==> config.mk <==
export PLATFORM = sky130hd
export DESIGN_NAME = dev_input_feeder
export DESIGN_NICKNAME = d
export VERILOG_FILES = /design/src/rtl/dev_input_feeder_pkg.sv /design/src/rtl/dev_input_feeder_sync_fifo.sv /design/src/rtl/dev_input_feeder.sv
export SDC_FILE = /design/constraint.sdc
export NUM_CORES = 1
export LEC_CHECK = 0
export ABC_AREA = 1
export BUFFER_PORTS_ARGS = -buffer_cell sky130_fd_sc_hd__buf_4
export CORE_ASPECT_RATIO = 1.75
export CORE_UTILIZATION = 58
export DETAILED_ROUTE_END_ITERATION = 7
export PLACE_DENSITY = 0.76
export SYNTH_ARGS = -nofsm -noshare
export SYNTH_HDL_FRONTEND = slang
export SYNTH_SLANG_ARGS = --single-unit
==> constraint.sdc <==
create_clock -name clk -period 4.22 [get_ports clk]
set_input_delay 0.844 -clock clk [delete_from_list [all_inputs] [get_ports clk]]
set_output_delay 0.844 -clock clk [all_outputs]
set_load 0.03 [all_outputs]
==> src/rtl/dev_input_feeder_pkg.sv <==
// Shared definitions for the device-input feeder: code width, handshake FSM
// state encoding and the odd-parity helper used when DEV_INPUT_PARITY_EN is set.
package dev_input_feeder_pkg;

  localparam int DEV_CODE_W = 5;

  typedef enum logic [1:0] {
    ST_IDLE  = 2'd0,
    ST_SETUP = 2'd1,
    ST_VALID = 2'd2,
    ST_WAIT  = 2'd3
  } feeder_state_e;

  // Odd parity over code bits plus parity bit: a good word XORs to 1.
  function automatic logic odd_parity_ok(input logic [5:0] bits);
    return ^bits;
  endfunction

endpackage

==> src/rtl/dev_input_feeder_sync_fifo.sv <==
// Single-clock show-ahead FIFO: head always presents the oldest entry, pushes
// are ignored when full and pops are ignored when empty.
module sync_fifo #(
  parameter int WIDTH      = 5,
  parameter int DEPTH_LOG2 = 4
) (
  input  logic                  clk,
  input  logic                  resetn,
  input  logic                  push,
  input  logic                  pop,
  input  logic [WIDTH-1:0]      wr_data,
  output logic [WIDTH-1:0]      head,
  output logic                  full,
  output logic                  empty,
  output logic [DEPTH_LOG2:0]   count
);

  localparam int DEPTH = 2 ** DEPTH_LOG2;

  logic [WIDTH-1:0]      mem [DEPTH];
  logic [DEPTH_LOG2-1:0] wr_ptr;
  logic [DEPTH_LOG2-1:0] rd_ptr;
  logic                  do_push;
  logic                  do_pop;

  assign full    = (count == (DEPTH_LOG2 + 1)'(DEPTH));
  assign empty   = (count == '0);
  assign do_push = push && !full;
  assign do_pop  = pop && !empty;
  assign head    = mem[rd_ptr];

  // NOTE: storage has no reset; the count/pointers guarantee stale entries are
  // never observed, and leaving it unreset lets it map onto plain RAM.
  always_ff @(posedge clk) begin
    if (do_push) mem[wr_ptr] <= wr_data;
  end

  always_ff @(posedge clk or negedge resetn) begin
    if (!resetn) begin
      wr_ptr <= '0;
      rd_ptr <= '0;
      count  <= '0;
    end else begin
      if (do_push) wr_ptr <= wr_ptr + 1'b1;
      if (do_pop)  rd_ptr <= rd_ptr + 1'b1;
      case ({do_push, do_pop})
        2'b10:   count <= count + 1'b1;
        2'b01:   count <= count - 1'b1;
        default: count <= count;
      endcase
    end
  end

endmodule

==> src/rtl/dev_input_feeder.sv <==
// Host-to-core code feeder: FIFO of 5-bit tape codes presented over a
// four-phase rdy/val handshake. Optional parity filter: DEV_INPUT_PARITY_EN.
module dev_input_feeder
  import dev_input_feeder_pkg::*;
#(
  parameter int DEPTH_LOG2   = 4,
  parameter int SETUP_CYCLES = 2
) (
  input  logic                  clk,
  input  logic                  resetn,
  input  logic                  host_wr_en,
  input  logic [7:0]            host_wr_data,
  output logic                  host_full,
  output logic [DEPTH_LOG2:0]   fifo_count,
  output logic                  overflow,
  output logic                  parity_err,
  input  logic                  clr_flags,
  input  logic                  dev_input_rdy,
  output logic                  dev_input_val,
  output logic [DEV_CODE_W-1:0] dev_input_data
);

  localparam logic [3:0] SETUP_LAST = 4'(SETUP_CYCLES - 1);

  feeder_state_e         state_q, state_d;
  logic [3:0]            cnt_q, cnt_d;
  logic [DEV_CODE_W-1:0] data_d;
  logic                  val_d;
  logic                  pop;
  logic                  parity_ok;
  logic                  push_req;
  logic                  fifo_empty;
  logic [DEV_CODE_W-1:0] fifo_head;
  logic                  unused_wr_bits;

`ifdef DEV_INPUT_PARITY_EN
  assign parity_ok      = odd_parity_ok(host_wr_data[5:0]);
  assign unused_wr_bits = ^host_wr_data[7:6];

  always_ff @(posedge clk or negedge resetn) begin
    if (!resetn)                       parity_err <= 1'b0;
    else if (host_wr_en && !parity_ok) parity_err <= 1'b1;
    else if (clr_flags)                parity_err <= 1'b0;
  end
`else
  assign parity_ok      = 1'b1;
  assign parity_err     = 1'b0;
  assign unused_wr_bits = ^host_wr_data[7:5];
`endif

  // Parity-dropped words never reach the FIFO, so they cannot count as overflow.
  assign push_req = host_wr_en && parity_ok;

  always_ff @(posedge clk or negedge resetn) begin
    if (!resetn)                     overflow <= 1'b0;
    else if (push_req && host_full)  overflow <= 1'b1;
    else if (clr_flags)              overflow <= 1'b0;
  end

  sync_fifo #(
    .WIDTH      (DEV_CODE_W),
    .DEPTH_LOG2 (DEPTH_LOG2)
  ) u_fifo (
    .clk     (clk),
    .resetn  (resetn),
    .push    (push_req),
    .pop     (pop),
    .wr_data (host_wr_data[DEV_CODE_W-1:0]),
    .head    (fifo_head),
    .full    (host_full),
    .empty   (fifo_empty),
    .count   (fifo_count)
  );

  always_ff @(posedge clk or negedge resetn) begin
    if (!resetn) begin
      state_q        <= ST_IDLE;
      cnt_q          <= '0;
      dev_input_data <= '0;
      dev_input_val  <= 1'b0;
    end else begin
      state_q        <= state_d;
      cnt_q          <= cnt_d;
      dev_input_data <= data_d;
      dev_input_val  <= val_d;
    end
  end

  // NOTE: every output of this block gets a default before the case so that no
  // path leaves a signal unassigned, which would otherwise infer a latch.
  always_comb begin
    state_d = state_q;
    cnt_d   = cnt_q;
    data_d  = dev_input_data;
    val_d   = dev_input_val;
    pop     = 1'b0;
    case (state_q)
      ST_IDLE: begin
        val_d = 1'b0;
        if (dev_input_rdy && !fifo_empty) begin
          data_d  = fifo_head;
          cnt_d   = '0;
          state_d = ST_SETUP;
        end
      end
      ST_SETUP: begin
        cnt_d = cnt_q + 1'b1;
        if (!dev_input_rdy) begin
          state_d = ST_IDLE;
        end else if (cnt_q == SETUP_LAST) begin
          val_d   = 1'b1;
          state_d = ST_VALID;
        end
      end
      ST_VALID: begin
        if (!dev_input_rdy) begin
          pop     = 1'b1;
          val_d   = 1'b0;
          state_d = ST_WAIT;
        end
      end
      ST_WAIT: begin
        // rdy was seen low on the way in; one cycle here closes the four-phase cycle.
        val_d   = 1'b0;
        state_d = ST_IDLE;
      end
      default: state_d = ST_IDLE;
    endcase
  end

endmodule

-- Word level (Yosys, flattened, before mapping)
Memories as Yosys holds them, arrays and structs flattened. A register that Yosys moved wholly into a read port is not among the register bits.
Cells that the tools add are included.
- bits in latches: 0
- ROM bits: 0
- memories kept: 1
- bits in writable memories: 80
- output and inout bits: 14
- flip-flop bits (word level): 21
- input bits: 13
- shifts and indexed selects: 0
- $add $sub $neg: 5
- $mul: 0
- bitwise gates (word level): 0
- reductions and logical operators: 17
- equal/unequal tests: 12
- mux-type cells: 18
- div/mod/pow operators: 0
- magnitude comparators: 0
- memory list (name ; depth ; bits a word ; read ports ; clocked after memory_dff ; write ports ; RTL line ; text):
    u_fifo.mem ; 16 ; 5 ; 1 ; 1 ; 1 ; dev_input_feeder_sync_fifo.sv:20 ; logic [WIDTH-1:0] mem [DEPTH];
- operator list (kind ; count):
    adder 4 x 1 -> 4 bit (second input constant) ; 3
    case mux 5 bit (2 select lines) ; 1
    2-to-1 mux 1 bit ; 9
    2-to-1 mux 2 bit ; 4
    inequality test 2 bit (second input constant) ; 4
    case mux 2 bit (4 select lines) ; 1
    case mux 4 bit (2 select lines) ; 1
    equality test 2 bit (second input constant) ; 3
    AND reduction 3 bit ; 2
    nonzero test 2 bit ; 3
    adder 5 x 1 -> 5 bit (second input constant) ; 1
    equality test 5 bit (second input constant) ; 1
    zero test 5 bit ; 1
    subtractor 5 x 1 -> 5 bit (second input constant) ; 1
    equality test 2 x 1 -> 1 bit (second input constant) ; 2
    equality test 4 x 1 -> 1 bit (second input constant) ; 1
    logical AND 1 bit ; 4
    2-to-1 mux 4 bit ; 1
    AND reduction 2 bit ; 2
    zero test 1 bit ; 3
    inequality test 3 bit (second input constant) ; 1
    case mux 1 bit (3 select lines) ; 1
    zero test 2 bit ; 1
    OR reduction 2 bit ; 1

-- Logic depth before layout (Yosys ltp)
- word-level depth: 5
- depth in mapped cells: 18
- gate-level depth less buffers: 17

-- Hierarchy
From an unflattened synthesis, not the netlist that was laid out.
- cell total of the unflattened synthesis: 514
- area total of the unflattened synthesis: 4922.2 um^2
- modules (own cells, without submodules) (module ; area each (um^2) ; cells each ; times used):
    sync_fifo ; 4251.6 ; 436 ; 1
    dev_input_feeder ; 670.6 ; 78 ; 1

-- Least setup slack after synthesis
OpenSTA, ideal clock, no wires.
- kind: reg2reg
- start: register u_fifo.count[3]
- end: register u_fifo.count[4]
- buffers on the path: 2
- data required time: 4.103 ns
- slack: 1.840 ns
- clock period less this slack: 2.380 ns
- arrival: 2.263 ns
- setup time: 0.117 ns
- stages on the path, launching flop included: 18
- cells stage by stage: dfrtp_1 nor2_2 nand4_1 nand2_2 buf_2 ha_1 buf_2 nand2_1 inv_1 nor2_1 ha_1 a21o_1 nand3_1 nand2_1 nand2_1 nand2_1 nand2_1 nand2_1
- cells in the longest elaborated chain, start to end: 5
- elaborated cells between the ends (all ways): 12
- those cells by class: add/sub: 2; eq/ne: 3; mux: 1; reduce/logical: 6
- ends and longest elaborated chain (element ; RTL line ; text):
    start: declaration ; dev_input_feeder_sync_fifo.sv:15 ; output logic [DEPTH_LOG2:0] count
    start signal: assignment ; dev_input_feeder_sync_fifo.sv:47 ; 2'b10: count <= count + 1'b1;
    start signal: assignment ; dev_input_feeder_sync_fifo.sv:48 ; 2'b01: count <= count - 1'b1;
    start signal: assignment ; dev_input_feeder_sync_fifo.sv:49 ; default: count <= count;
    equality test 5 bit or zero test 5 bit (tied branches) ; dev_input_feeder_sync_fifo.sv:26, dev_input_feeder_sync_fifo.sv:27 ;
    zero test 1 bit (on tied branches) ; dev_input_feeder_sync_fifo.sv:28, dev_input_feeder_sync_fifo.sv:29 ;
    logical AND 1 bit (on tied branches) ; dev_input_feeder_sync_fifo.sv:28, dev_input_feeder_sync_fifo.sv:29 ;
    equality test 2 x 1 -> 1 bit or equality test 2 bit (tied branches) ; dev_input_feeder_sync_fifo.sv:46 ; case ({do_push, do_pop})
    case mux 5 bit (2 select lines) or nonzero test 2 bit (tied branches) ; - ;
Several ways; a longest one is shown, not always the timed one.
A chain may end at the register's enable or synchronous reset.

-- Final worst setup path
Ends and elaborated chain as after synthesis.

==> qor.csv <==
stage;metric;value;unit
drt;met2 routed WL;5.419;mm
synthesis;synthesized flop and latch total;106;
clock_tree;# Post-CTS Setup Buffers;0;
drt;post-DR wirelength/cell;16.32;um
setup_path;arrival time at the worst endpoint;2.74;ns
setup_path;crit path kind;reg2reg;
drt;Vias;3383;
synthesis;post-synth top area share;0.4884;
final_layout;Register Area;3053;sq um
global_route;vias in the first global route;3354;
sta;Slew Limit Fails;0;
clock_tree;CTS tree;done;
pwr;static leakage;0.002510;uW
pwr;Pwr Density;680.7;nW/um^2
drt;1st-iter DRT viols;271;
clock_tree;H-Tree Depth;3;
sta;slew margin rel.;0.3397;
drt;Vias per Instance;5.439;
sta;TNS Setup;0;ns
drt;DR pass1 iterations;5;
synthesis;sequential fraction of the synthesis area;0.6207;
synthesis;Net Count, Synth;532;
floorplanning;width of the die;71.61;um
synthesis;Ys Warns;0;
flow_run;maxcap violations;0;
drt;Final Routed Wirelength;10.15;mm
final_layout;Area Overhead vs Synth;10.33;%
synthesis;top post-synthesis cells by count;nand2_1 (150), inv_1 (86), edfxtp_1 (80);
sta;actual slew at the worst max-slew pin;0.9829;ns
synthesis;Async SR Flop Fraction;0.2453;
global_route;initial antenna violation count;0;
clock_tree;CTS Hold Bufs;0;
global_route;largest net degree at the start of global routing;42;
status;outcome;finished clean;
clock_tree;post-CTS sizing;0;
sta;Final Hold Viols;0;
floorplanning;core region area;8258;sq um
clock_tree;# clock sinks;106;
setup_path;critical path launch point type;flip-flop;
floorplanning;number of top-level pins;27;
setup_path;CP delay by family, top;simple AND/OR/NAND/NOR gates;
pwr;worst vdd ir;0.4722;mV
placed_design;# port buffers;22;
sta;Final Setup Violations;0;
placed_design;GPL Wtd Cong;0.7898;
setup_path;Data required, critical path;4.46;ns
global_route;total track usage;0.2528;
synthesis;Synth Instances;509;
setup_path;Critical Path Max Stage Delay;0.45;ns
floorplanning;row count;44;
drt;DRC violations left;0;
final_layout;Non-Filler Instances;622;
placed_design;DP Cell Count;606;
final_layout;share of layout cells above drive strength 1;0.09245;
setup_path;critical path capture point type;flip-flop;
drt;Top Layer Used;met4;
synthesis;Synth area leader;edfxtp_1;
synthesis;Cell variety after synth;29;
clock_tree;Root Buffer;clkbuf_16;
setup_path;crit-path cells;nor2_2 -> nand4_1 -> nand2_2 -> ha_1 -> nand2_1 -> inv_1 -> nor2_1 -> ha_1 -> a21o_1 -> nand3_1 -> nand2_1 -> nand2_1 -> nand2_1 -> nand2_1 -> nand2_1;
worst_hold_path;Min-Delay Path Class;in2async;
synthesis;count leader, synth;nand2_1;
final_layout;Final #Nets;548;
sta;Tcrit/Tclk final;0.5917;
setup_path;CP Max Fanout;16;
floorplanning;Die Area;8867;sq um
final_layout;Multi-input gate area;1418;sq um
sta;Worst Skew;0.007760;ns
global_route;first-pass GRT wire length;16.35;mm
sta;min Tclk post-route;2.497;ns
synthesis;post-synthesis average cell area;9.663;sq um
drt;Met1 Wirelength;3.882;mm
drt;final antenna-violating net count;0;
placed_design;Post-DP Area;5109;sq um
setup_path;critical path's most frequent cell;nand2_1;
sta;RSZ-0062 raised after global routing;false;
final_layout;# fillers;650;
clock_tree;clock slew at reported path FFs;0.07;ns
final_layout;ANT cells;0;
drt;met3 WL;500;um
final_layout;Non-Filler Cell Area, Final;5426;sq um
floorplanning;Starting Density;0.5956;
clock_tree;CTS max path bufs;2;
clock_tree;CTS Buf Count;9;
clock_tree;Clock Latency Late Sink;0.35;ns
placed_design;DP HPWL;6.935;mm
synthesis;Post-synth EDFFs;80;
synthesis;top cells by area, synth;edfxtp_1 (49%), dfrtp_1 (13%), nand2_1 (11%);
synthesis;Syn Std Cell Area;4918;sq um
synthesis;ys flop type;edfxtp_1;
setup_path;Bufs and invs on worst path;1;
sta;Max Clk Rate;400.5;MHz
setup_path;slowest CP cell;dfrtp_1;
global_route;global route total overflow;0;
floorplanning;DIE HEIGHT;123.8;um
-- sequential cells by signal, indices dropped and copies added (netlist names), named ones only --
register,count
u_fifo.count,5
overflow,1
cnt_q,4
u_fifo.mem,80
state_q,1
dev_input_data,5
u_fifo.rd_ptr,4
u_fifo.wr_ptr,4
dev_input_val,1
-- power by group --
group | switching [uW] | total, uW | leakage (uW) | internal, uW
logic | 906 | 1330 | 0.00131 | 421
registers | 184 | 1500 | 0.00105 | 1320
clock network | 354 | 867 | 0.000151 | 513
-- cells in the final DEF (no fill, tap or decap), types with 2 or more instances in the layout --
| cell type | n |
|---|---|
| a21oi_1 | 2 |
| buf_4 | 24 |
| nand2_1 | 150 |
| nand2_2 | 3 |
| dfrtp_1 | 26 |
| clkbuf_1 | 2 |
| clkbuf_16 | 10 |
| o21ai_0 | 10 |
| inv_1 | 86 |
| xor2_1 | 10 |
| ha_1 | 10 |
| inv_2 | 2 |
| nor3_1 | 13 |
| nor2_2 | 2 |
| inv_4 | 2 |
| nand3_1 | 70 |
| edfxtp_1 | 80 |
| nor2_1 | 13 |
-- per-stage QoR --
stage | worst slack, ns | power, uW | util | hold WS, ns
after CTS | 1.716 | 3704 | 0.6571 | 0.3983
after global routing | 1.515 | 3912 | 0.6571 | 0.4220
final | 1.723 | 3694 | 0.6571 | 0.3965
after floorplan | 1.840 | 2454 | - | 0.4989
after detailed placement | 1.561 | 2832 | 0.6186 | 0.4685
after global placement | 1.589 | 2772 | 0.6186 | 0.4710
-- worst reg2reg max path: stages (launching register included) --
cell,delay (ns)
dfrtp_1,0.45
nor2_2,0.17
nand4_1,0.16
nand2_2,0.33
ha_1,0.36
nand2_1,0.08
inv_1,0.07
nor2_1,0.05
ha_1,0.17
a21o_1,0.17
nand3_1,0.11
nand2_1,0.06
nand2_1,0.06
nand2_1,0.05
nand2_1,0.05
nand2_1,0.05
-- area by class of cell --
class	count	share of cell area
well taps	92	0.02121
clock inverters	3	0.008531
repair buffers	24	0.03320
multi-input cells	294	0.2612
flip-flops and latches	106	0.5626
clock buffers	13	0.05003
inverters	90	0.06318
-- cells by family after synthesis --
| group | synth area share |
|---|---|
| buf+inv | 0.09107 |
| fa+ha+maj | 0.02544 |
| compound gates | 0.01832 |
| other cells | 0.0007624 |
| simple gates | 0.2241 |
| flops | 0.6207 |
| xor+xnor | 0.01959 |
-- layer usage --
metal	vias up	track usage
li1	1655	-
met1	1582	0.2765
met2	116	0.4587
met3	30	0.04288
met4	0	0.1409
met5	-	0
-- path summary, 6_finish.rpt --
| path | startpoint | endpoint | slack (ns) | depth (start not counted) |
|---|---|---|---|---|
| max | u_fifo.count[3] | u_fifo.count[4] | 1.72 | 15 |
| min | resetn | dev_input_data[4] | 0.40 | 1 |
| max reg2reg | u_fifo.count[3] | u_fifo.count[4] | 1.72 | 15 |
| min reg2reg | dev_input_data[3] | dev_input_data[3] | 0.50 | 2 |
| max in group asynchronous | resetn | u_fifo.rd_ptr[2] | 3.57 | 1 |
| min in group clk | dev_input_data[3] | dev_input_data[3] | 0.50 | 2 |
No activity file was read; power rests on OpenSTA's default activity.
